**config.mk**
```make
export PLATFORM = sky130hd
export DESIGN_NAME = rf_read_arbiter
export DESIGN_NICKNAME = d
export VERILOG_FILES = /design/src/rtl/rf_pkg.sv /design/src/rtl/rf_rr_pick.sv /design/src/rtl/rf_read_arbiter.sv
export SDC_FILE = /design/constraint.sdc
export NUM_CORES = 1
export LEC_CHECK = 0
export ABC_CLOCK_PERIOD_IN_PS = 2900
export CORE_MARGIN = 1
export CORE_UTILIZATION = 44
export CTS_CLUSTER_SIZE = 30
export DETAILED_ROUTE_END_ITERATION = 12
export PLACE_DENSITY_LB_ADDON = 0.15
export SLEW_MARGIN = 20
export SYNTH_ARGS = -nofsm -noshare
export SYNTH_HDL_FRONTEND = slang
export SYNTH_SLANG_ARGS = --single-unit
```
**constraint.sdc**
```tcl
create_clock -name clk -period 2.9 [get_ports clk]
set_input_delay 0.435 -clock clk [delete_from_list [all_inputs] [get_ports clk]]
set_output_delay 0.435 -clock clk [all_outputs]
set_load 0.05 [all_outputs]
```
**src/rtl/rf_pkg.sv**
```systemverilog
// rf_pkg: shared constants and FSM state type for the register-file read arbiter
package rf_pkg;
  localparam int RF_DATA_W = 16;
  localparam int RF_ADDR_W = 3;
  localparam int RF_NUM_REGS = 8;
  typedef enum logic {ST_IDLE = 1'b0, ST_BUSY = 1'b1} state_e;
endpackage

```
**src/rtl/rf_rr_pick.sv**
```systemverilog
// rf_rr_pick: round-robin winner search starting just after the last grant
module rf_rr_pick #(
  parameter int N = 4,
  parameter int IW = $clog2(N)
) (
  input  logic [N-1:0]  cand,
  input  logic [IW-1:0] last,
  output logic [N-1:0]  onehot,
  output logic [IW-1:0] idx,
  output logic          any_valid
);
  always_comb begin
    onehot = '0;
    idx = '0;
    any_valid = 1'b0;
    for (int k = 1; k <= N; k++) begin
      if (!any_valid && cand[(int'(last) + k) % N]) begin
        any_valid = 1'b1;
        idx = IW'((int'(last) + k) % N);
      end
    end
    onehot[idx] = any_valid;
  end
endmodule

```
**src/rtl/rf_read_arbiter.sv**
```systemverilog
// rf_read_arbiter: round-robin sharing of one register-file read mux with registered data return
module rf_read_arbiter
  import rf_pkg::*;
#(
  parameter int NUM_REQ = 4,
  parameter int DATA_W = RF_DATA_W,
  parameter int ADDR_W = RF_ADDR_W
) (
  input  logic                      clk,
  input  logic                      rst,
  input  logic [NUM_REQ-1:0]        req,
  input  logic [NUM_REQ*ADDR_W-1:0] raddr,
  output logic [ADDR_W-1:0]         mux_sel,
  input  logic [DATA_W-1:0]         mux_y,
  output logic [NUM_REQ-1:0]        gnt,
  output logic [NUM_REQ-1:0]        rvalid,
  output logic [DATA_W-1:0]         rdata
);
  localparam int LW = $clog2(NUM_REQ);
  state_e state_q, state_d;
  logic [LW-1:0] last_q, last_d, win_idx;
  logic [NUM_REQ-1:0] gnt_q, gnt_d, rvalid_q, rvalid_d, win_oh;
  logic [ADDR_W-1:0] sel_q, sel_d;
  logic [DATA_W-1:0] rdata_q, rdata_d;
  logic win_any, busy;
  rf_rr_pick #(.N(NUM_REQ), .IW(LW)) u_pick (
    .cand(req & ~gnt_q),
    .last(last_q),
    .onehot(win_oh),
    .idx(win_idx),
    .any_valid(win_any)
  );
  always_comb begin
    busy = state_q == ST_BUSY;
    state_d = win_any ? ST_BUSY : ST_IDLE;
    gnt_d = win_any ? win_oh : '0;
    sel_d = win_any ? raddr[win_idx*ADDR_W +: ADDR_W] : sel_q;
    last_d = win_any ? win_idx : last_q;
    rvalid_d = busy ? gnt_q : '0;
    rdata_d = busy ? mux_y : rdata_q;
  end
  always_ff @(posedge clk or posedge rst) begin
    if (rst) begin
      state_q <= ST_IDLE;
      last_q <= LW'(NUM_REQ - 1);
      gnt_q <= '0;
      rvalid_q <= '0;
      sel_q <= '0;
      rdata_q <= '0;
    end else begin
      state_q <= state_d;
      last_q <= last_d;
      gnt_q <= gnt_d;
      rvalid_q <= rvalid_d;
      sel_q <= sel_d;
      rdata_q <= rdata_d;
    end
  end
  assign gnt = gnt_q;
  assign rvalid = rvalid_q;
  assign mux_sel = sel_q;
  assign rdata = rdata_q;
endmodule

```
* Yosys cells after proc, flatten, opt, wreduce, memory -nomap -nowiden
Cells that the tools add are included.
Operators by class: $add $sub $neg 4, multiply operators 1, div/mod/pow operators 0, order comparisons 6, equal/unequal tests 0, shift-type cells 1, muxes and demuxes 25, bitwise gates (word level) 7, reduce and logical (&&, ||, !) cells 11
Operators with widths (count):
- $lt A3 B4 Y1 const B | 4
- $mux W1 | 14
- $shiftx A12 B5 Y3 | 1
- $and A4 B4 Y4 | 2
- $bmux W1 S2 | 4
- $mux W2 | 4
- $mux W4 | 2
- $reduce_or A2 Y1 | 4
- $add A2 B1 Y2 const B | 2
- $add A2 B2 Y2 const B | 2
- $and A1 B1 Y1 const A | 4
- $logic_and A1 B1 Y1 | 4
- $mul A2 B2 Y4 const B | 1
- $not A4 Y4 | 1
- $logic_not A1 Y1 | 3
- $lt A2 B3 Y1 const B | 1
- $demux W1 S2 | 1
- $ge A2 B1 Y1 const B | 1
Word-level totals: register bits after elaboration 30, bits in latches 0, memory bits (writable) 0, ROM bits 0, word-level logic and storage cells 61, memories kept 0

* Longest topological paths before layout
depth after elaboration 22, gate-level depth with buffers 5

* Hierarchy
Synthesis repeated with hierarchy kept, for this count alone.
Second synthesis, totals: cells, all modules 114, area total of the unflattened synthesis 1476.4 um^2
Modules (own cells, without submodules):
- rf_read_arbiter | instances 1, cells an instance 80, area each 1253.7 um^2, seq. area each 753.2 um^2
- rf_rr_pick | instances 1, cells an instance 34, area each 222.7 um^2, seq. area each 0.0 um^2

* Worst setup path after synthesis
OpenSTA, ideal clock, no wires.
path type register to register, from register gnt_q[0], in the netlist gnt[0], to register sel_q[0], in the netlist mux_sel[0], data arrival time 1.629 ns, required time 2.766 ns, setup slack 1.137 ns, stages on the path, launching flop included 6, buffers on the path 0, period minus slack after synthesis 1.763 ns, cell sequence dfrtp_1 > and2b_4 > o221a_2 > o32a_2 > a211oi_1 > o31ai_1
On the way: cells in the longest elaborated chain, start to end 17
RTL lines:
- start: declaration | RTL line rf_read_arbiter.sv:22 | logic [NUM_REQ-1:0] gnt_q, gnt_d, rvalid_q, rvalid_d, win_oh;
- start signal: assignment | RTL line rf_read_arbiter.sv:53 | gnt_q <= gnt_d;
- $not A4 Y4 (*) | RTL line rf_read_arbiter.sv:27 | .cand(req & ~gnt_q),
- $and A4 B4 Y4 (*) | RTL line rf_read_arbiter.sv:27
- $bmux W1 S2 | RTL line rf_rr_pick.sv:17 | if (!any_valid && cand[(int'(last) + k) % N]) begin
- $mux W1 (not written as such) (2 in a row) | RTL line rf_rr_pick.sv:17
- $mux W1 | RTL line rf_rr_pick.sv:17
- $logic_not A1 Y1 | RTL line rf_rr_pick.sv:17
- $logic_and A1 B1 Y1 | RTL line rf_rr_pick.sv:17
- $mux W1 | RTL line rf_rr_pick.sv:17
- $logic_not A1 Y1 | RTL line rf_rr_pick.sv:17
- $logic_and A1 B1 Y1 | RTL line rf_rr_pick.sv:17
- $mux W1 | RTL line rf_rr_pick.sv:17
- $logic_not A1 Y1 | RTL line rf_rr_pick.sv:17
- $logic_and A1 B1 Y1 | RTL line rf_rr_pick.sv:17
- $mux W2 | RTL line rf_rr_pick.sv:17
- $mul A2 B2 Y4 | RTL line rf_read_arbiter.sv:37 | sel_d = win_any ? raddr[win_idx*ADDR_W +: ADDR_W] : sel_q;
- $shiftx A12 B5 Y3 | RTL line rf_read_arbiter.sv:37
- end signal: assignment | RTL line rf_read_arbiter.sv:55 | sel_q <= sel_d;
- end: declaration | RTL line rf_read_arbiter.sv:23 | logic [ADDR_W-1:0] sel_q, sel_d;
Mark *: on every way between the ends. The rest lies on a longest branch, timed or not. The select of a mux whose other input is x is not followed. A chain may end at the register's enable or synchronous reset.

* Worst setup path after layout
from register gnt_q[1], in the netlist gnt[1], to output gnt[1]
RTL lines:
- end: declaration | RTL line rf_read_arbiter.sv:15 | output logic [NUM_REQ-1:0] gnt,
No word-level cell between the ends.

==> out/qor.csv <==
stage;metric;value;unit
grt;global-route wire length before repair;4460;µm
floorplanning;CORE AREA;0.00283;mm²
grt;most used routing layer;met2;
worst_setup_path;Crit path required time;2470;ps
hold_path;hold path start;gnt[0];
cells_and_area;Nets;202;
floorplanning;die area;0.00329;mm²
sta;Final min period;2100;ps
sta;setup TNS;0;ps
floorplanning;initial core utilization;47.6;%
worst_setup_path;slowest stage cell, crit path;clkdlybuf4s50_1;
hold_path;Hold Path Stages;1;
worst_setup_path;Worst R2R Start;gnt[1];
floorplanning;Die Span Y;57.3;µm
routing;Vias;1062;
sta;Max Clk Rate;477;MHz
synthesis;adder-cell area share of the yosys netlist;0;%
cells_and_area;diode count;0;
worst_setup_path;crit-path leading delay family;buffers and inverters;
synthesis;sequential fraction of the synthesis area;55.9;%
grt;GR Util All Layers;18.4;%
clock_network;htree depth;2;
grt;antenna violations before repair;0;
synthesis;largest family of logic cells by synthesized area;simple AND/OR/NAND/NOR gates;
synthesis;cells after synthesis;102;
routing;Avg WL per Cell;13.7;µm
grt;grt total ovfl;0;
clock_network;Clock Latency Late Sink;320;ps
sta;Tcrit/Tclk final;72.3;%
worst_setup_path;CP startpoint;gnt[1];
synthesis;YS warnings;0;
pwr;Worst VDD drop;639;µV
status;status;finished, violations left;
sta;Slew @ Worst Pin;827;ps
floorplanning;I/O Pins;61;
sta;endpoints failing setup;0;
clock_network;Clock Sinks;30;
routing;DRT Pass-1 Iters;8;
place;Port Buffers;60;
sta;Slew Viols, Final;0;
grt;number of global-route vias before repair;1050;
synthesis;Synth Area in Compound Gates;12.6;%
pwr;Pwr Total;1.89;mW
clock_network;Reg clk slew, reported paths;90;ps
synthesis;mux contribution to synthesized area;14.2;%
pwr;leakage;0.849;nW
worst_setup_path;critical path class;flip-flop to output port;
clock_network;Max clock buf depth;2;
synthesis;Synth Area per Inst;13.2;µm²
synthesis;Post-Synth Simple-Gate Area;16.1;%
routing;detailed-route vias per instance;5.31;
worst_setup_path;CP bufs+invs;1;
routing;initial drt markers;56;
pwr;Cell Pwr Density;924;mW/mm²
hold_path;worst hold-check path type;flip-flop to flip-flop;
synthesis;Post-Synth XOR/XNOR Area;0;%
cells_and_area;area grow syn2layout;52.0;%
worst_setup_path;worst-case reg-to-reg path depth;5;
clock_network;setup repair bufs after CTS;0;
place;post-DP HPWL;2170;µm
routing;final wirelength;2740;µm
cells_and_area;share of cells above drive strength 1;24.9;%
floorplanning;DIE WIDTH;57.3;µm
worst_setup_path;slowest stage delay, CP;860;ps
status;violated checks;design-rule violations;
worst_setup_path;critical path depth;1;
worst_setup_path;CP startpoint kind;flip-flop;
clock_network;CTS Buf Count;5;
sta;Final Hold Vio Count;0;
place;RD Place Congestion;0.787;
grt;largest net degree at the start of global routing;24;
clock_network;Root Buffer;clkbuf_4;
synthesis;mapped cell area;0.00135;mm²
grt;Global Route met3 Usage;7.26;%
clock_network;hold buffers post-CTS;0;
worst_setup_path;CP max FO;6;
job;number of max-cap violations;0;
synthesis;distinct cell type count after synthesis;32;
sta;clk_skew;1.77;ps
synthesis;post-synth net total;136;
clock_network;post-CTS sizing;0;
grt;global-route met1 utilization;20.3;%
grt;met2 Usage GRT;32.3;%
synthesis;Synth Register Bits;30;
floorplanning;Rows;19;
clock_network;CTS tree;done;
cells_and_area;post-layout util;72.3;%
worst_setup_path;crit-path cells;clkdlybuf4s50_1;
worst_setup_path;Crit. End Element;output port;
routing;DR DRC count;4;
routing;ANT nets after route;0;
worst_setup_path;Arr. time, crit path;1660;ps
sta;Slew Limit Headroom;44.8;%
sta;unrepaired setup endpoints after global routing;no;
-- placed cells by master (no fill, tap or decap) --
cell	count
nor4b_2	1
clkbuf_8	1
o32ai_2	1
nand2b_4	1
dfstp_2	2
buf_4	1
and2b_2	1
nand2b_2	1
and2_1	4
a21oi_1	3
nor2_1	5
clkdlybuf4s50_1	60
nor3b_1	1
o21ai_0	1
inv_1	2
dfrtp_1	28
a21oi_2	1
and3_1	6
and2b_1	1
o32a_2	1
mux2_2	17
o31ai_1	3
clkbuf_4	5
nand2b_1	1
a211oi_1	6
o221a_2	1
nor3_4	1
o221ai_2	1
a211oi_2	1
clkinv_2	1
clkbuf_1	1
nor2b_4	1
and2b_4	1
nor2_2	1
nand2_1	4
o21a_1	1
nand2_2	1
-- cells in the mapped netlist, drive strengths merged --
library cell  count  area share [%]
clkbuf            2            0.56
and2              4             1.9
o221ai            1             1.1
o21a              1            0.56
o221a             1            0.84
nor2b             1             1.0
nor2              6             1.9
o21ai             1            0.37
a211oi            7             4.3
nor3              1             1.2
o32a              1            0.84
nand2b            3             2.1
and3              6             2.8
and2b             3             2.0
nor4b             1             1.1
nor3b             1            0.56
o31ai             3             1.7
inv               2            0.56
o32ai             1             1.2
dfstp             2             3.9
mux2             17              14
nand2             5             1.6
dfrtp            28              52
a21oi             4             1.8
-- power by group --
group	switching [mW]	internal, mW
Clock	0.134	0.117
Combinational	0.595	0.397
Sequential	0.102	0.544
-- sequential cells by signal, summed over array words and instances, names as in the netlist --
name     cells
rdata       16
gnt          4
rvalid       4
mux_sel      3
last_q       2
busy         1
-- layout make-up --
class	instances	area, µm²
clock buffer	7	55.1
inverter	2	7.51
clock inverter	1	5.00
timing repair buffer	61	608
fill	218	783
tap	31	38.8
sequential	30	753
multi-input combinational	68	578
-- through the flow --
step | cells | setup slack [ps] | hold WS [ps] | cell area [µm²]
finish | 200 | 802 | 509 | 2050
global route | 200 | 750 | 530 | 2050
detailed placement | 192 | 756 | 489 | 1990
global placement | 192 | 880 | 484 | 1990
CTS | 200 | 780 | 511 | 2050
floorplan | 102 | 1140 | 524 | 1350
-- logic make-up (layout without fill, tap and decap cells) --
family                 Yosys count  count (layout)
DFF                             30              30
and+or+nand+nor                 31              31
buffers and inverters            4              71
AOI/OAI and AO/OA               20              20
muxes                           17              17
-- per-layer routing --
metal | up-vias | part of all wire, %
met3 | 2 | 6.9
met5 | - | 0
met1 | 509 | 39
li1 | 505 | -
met2 | 46 | 53
met4 | 0 | 0.77
-- final timing paths --
path	to	slack [ps]
setup / recovery	gnt[1]	800
max in group asynchronous	rdata[14]	1700
min in group asynchronous	rdata[12]	580
setup reg to reg	mux_sel[1]	1260
hold reg to reg	rvalid[0]	510
hold / removal	rvalid[0]	510
No activity file was read; power rests on OpenSTA's default activity.
==> RTL change (same flow settings) <==
Take the reset off `rdata_q` and load it in a clocked block of its own.
--- a/src/rtl/rf_read_arbiter.sv
+++ b/src/rtl/rf_read_arbiter.sv
@@ -46,15 +46,17 @@
       gnt_q <= '0;
       rvalid_q <= '0;
       sel_q <= '0;
-      rdata_q <= '0;
     end else begin
       state_q <= state_d;
       last_q <= last_d;
       gnt_q <= gnt_d;
       rvalid_q <= rvalid_d;
       sel_q <= sel_d;
-      rdata_q <= rdata_d;
     end
+  end
+
+  always_ff @(posedge clk) begin
+    rdata_q <= rdata_d;
   end
   assign gnt = gnt_q;
   assign rvalid = rvalid_q;
Formal check against the unedited RTL: differs if rst is asserted again (counterexample within 4 cycles, from zero or initial values and one cycle with rst high); with rst held inactive, the same outputs for 4 cycles.
==> RTL change against the unedited design <==
- clock power is 7% lower
- synthesized cell count fell by 18%
- sequential power up 4.6%
- final area decreased by 5.6%
- combinational power is 7.7% lower
- setup slack worse by 0.040 ns
- synthesized area fell by 8.0%
- sequential cell count stayed put
- power decreased by 3.4%
- critical path depth is the same
- routed wire length grew 1.4%
==> RTL change: results (changes against the unedited design) <==
* Outcome: finished, final reports clean
* Fraction of layout instances using a drive strength above 1 at 16.4% (-8.4 points)
* Number of nets produced by synthesis at 118 (-13%)
* Pin slew with the least headroom to its limit at 0.706 ns (-0.121 ns)
* Synth top area cells: sky130_fd_sc_hd__edfxtp_1 (39%), sky130_fd_sc_hd__dfrtp_1 (24%), sky130_fd_sc_hd__dfstp_2 (4.2%)
* Maximum number of pins on one net before global-route repair at 21 (-13%)
* List of most frequent post-synthesis cells: sky130_fd_sc_hd__edfxtp_1 (16), sky130_fd_sc_hd__dfrtp_1 (12), sky130_fd_sc_hd__a211oi_1 (6), sky130_fd_sc_hd__and3_1 (6), sky130_fd_sc_hd__nor2_1 (5)
* Worst path top cell family by delay: buffers and inverters
* Via count of the first global-routing pass at 882 (-16%)
* Worst vdd ir at 0.000651 V (+1.9%)
* Nets at 185 (-8.4%)
* Drt first-iter violations at 24 (-57%)
* Global-route met1 utilization at 21.6% (+1.3 points)
* Share of synthesized registers carrying an async set or reset at 46.7% (-53 points)
* Worst-case clock skew at 0.00630 ns (+0.00452 ns)
* Switching portion of total power at 44.0% (about the same)
* TritonRoute pass-1 iters at 4 (-4)
* Number of flops mapped to enable cells by yosys at 16 (+16)
* Per-cell routed wire length at 15.2 um (+11%)
* Fraction of met2 tracks used by global routing at 34.9% (+2.7 points)
* HPWL after detailed placement at 2150 um (-1.3%)
* Clock Latency Late Sink at 0.32 ns (about the same)
* Seq/Total Area, Yosys at 67.3% (+11 points)
* Total placed instance area at 1880 um^2 (-5.5%)
* Crit path DAT at 1.70 ns (+0.04 ns)
* Routability-driven placement congestion ratio at 0.803 (+2.0%)
* Total GRT Usage at 20.0% (+1.6 points)
* Htree depth at 2 (unchanged)
* Detailed-route vias per instance at 5.26 (-0.87%)
* Global-route wire length before repair at 3980 um (-11%)
* Classification of the worst-slack hold path: primary input to async pin
* Static leakage at 0.000750 uW (-12%)
* Crit-path max FO at 6 (unchanged)
-- RTL change: cell types whose count changed after synthesis --
cell	unedited run	this run
sky130_fd_sc_hd__edfxtp_1	0	16
sky130_fd_sc_hd__clkbuf_1	2	0
sky130_fd_sc_hd__mux2_2	17	1
sky130_fd_sc_hd__dfrtp_1	28	12
-- RTL change: cell type report --
class / instances / area (um^2)
flip-flops and latches: 30 / 833
fillers: 181 / 637
repair buffers: 60 / 601
multi-input cells: 52 / 398
clock buffers: 5 / 37.5
well taps: 30 / 37.5
clock inverters: 3 / 16.3
inverters: 2 / 7.51
-- RTL change: cells by family after synthesis --
family,Yosys count,share of synthesized area [%]
and+or+nand+nor,31,17.5
muxes,1,0.909
AOI/OAI and AO/OA,20,13.7
buffers and inverters,2,0.606
DFF,30,67.3
-- RTL change: per-stage QoR --
step	util, %	hold WS (ns)	setup slack (ns)	power, uW	instances
6_report	75.2	0.464	0.762	1830	182
5_1_grt	75.2	0.505	0.738	1910	182
4_1_cts	75.2	0.473	0.771	1830	182
3_5_place_dp	73.1	0.487	0.758	1600	174
3_3_place_gp	73.1	0.474	0.894	1580	174
2_1_floorplan	-	0.323	1.14	1300	84
-- RTL change: routing by layer --
layer  part of all wire (%)  wire length (um)  vias up
met5                      0                 0        -
li1                       -                 -      450
met3                    8.9               246        7
met2                     49              1370       50
met1                     39              1100      451
met4                    2.3                64        0
-- RTL change: worst paths after layout --
| check | end | slack [ns] | depth (start not counted) |
|---|---|---|---|
| worst max-delay path | gnt[1] | 0.76 | 1 |
| worst min-delay path | rvalid[2] | 0.46 | 2 |
| worst max register to register | mux_sel[2] | 1.22 | 5 |
| worst min register to register | mux_sel[1] | 0.50 | 2 |
| max in group asynchronous | last_q[0] | 2.06 | 2 |
| min in group clk | mux_sel[1] | 0.50 | 2 |
-- RTL change: power by group through the flow --
stage	clock network, uW	logic, uW	registers, uW
2_1_floorplan	0	301	997
3_3_place_gp	0	896	680
3_5_place_dp	0	915	687
4_1_cts	237	916	678
5_1_grt	252	962	692
6_report	234	916	676
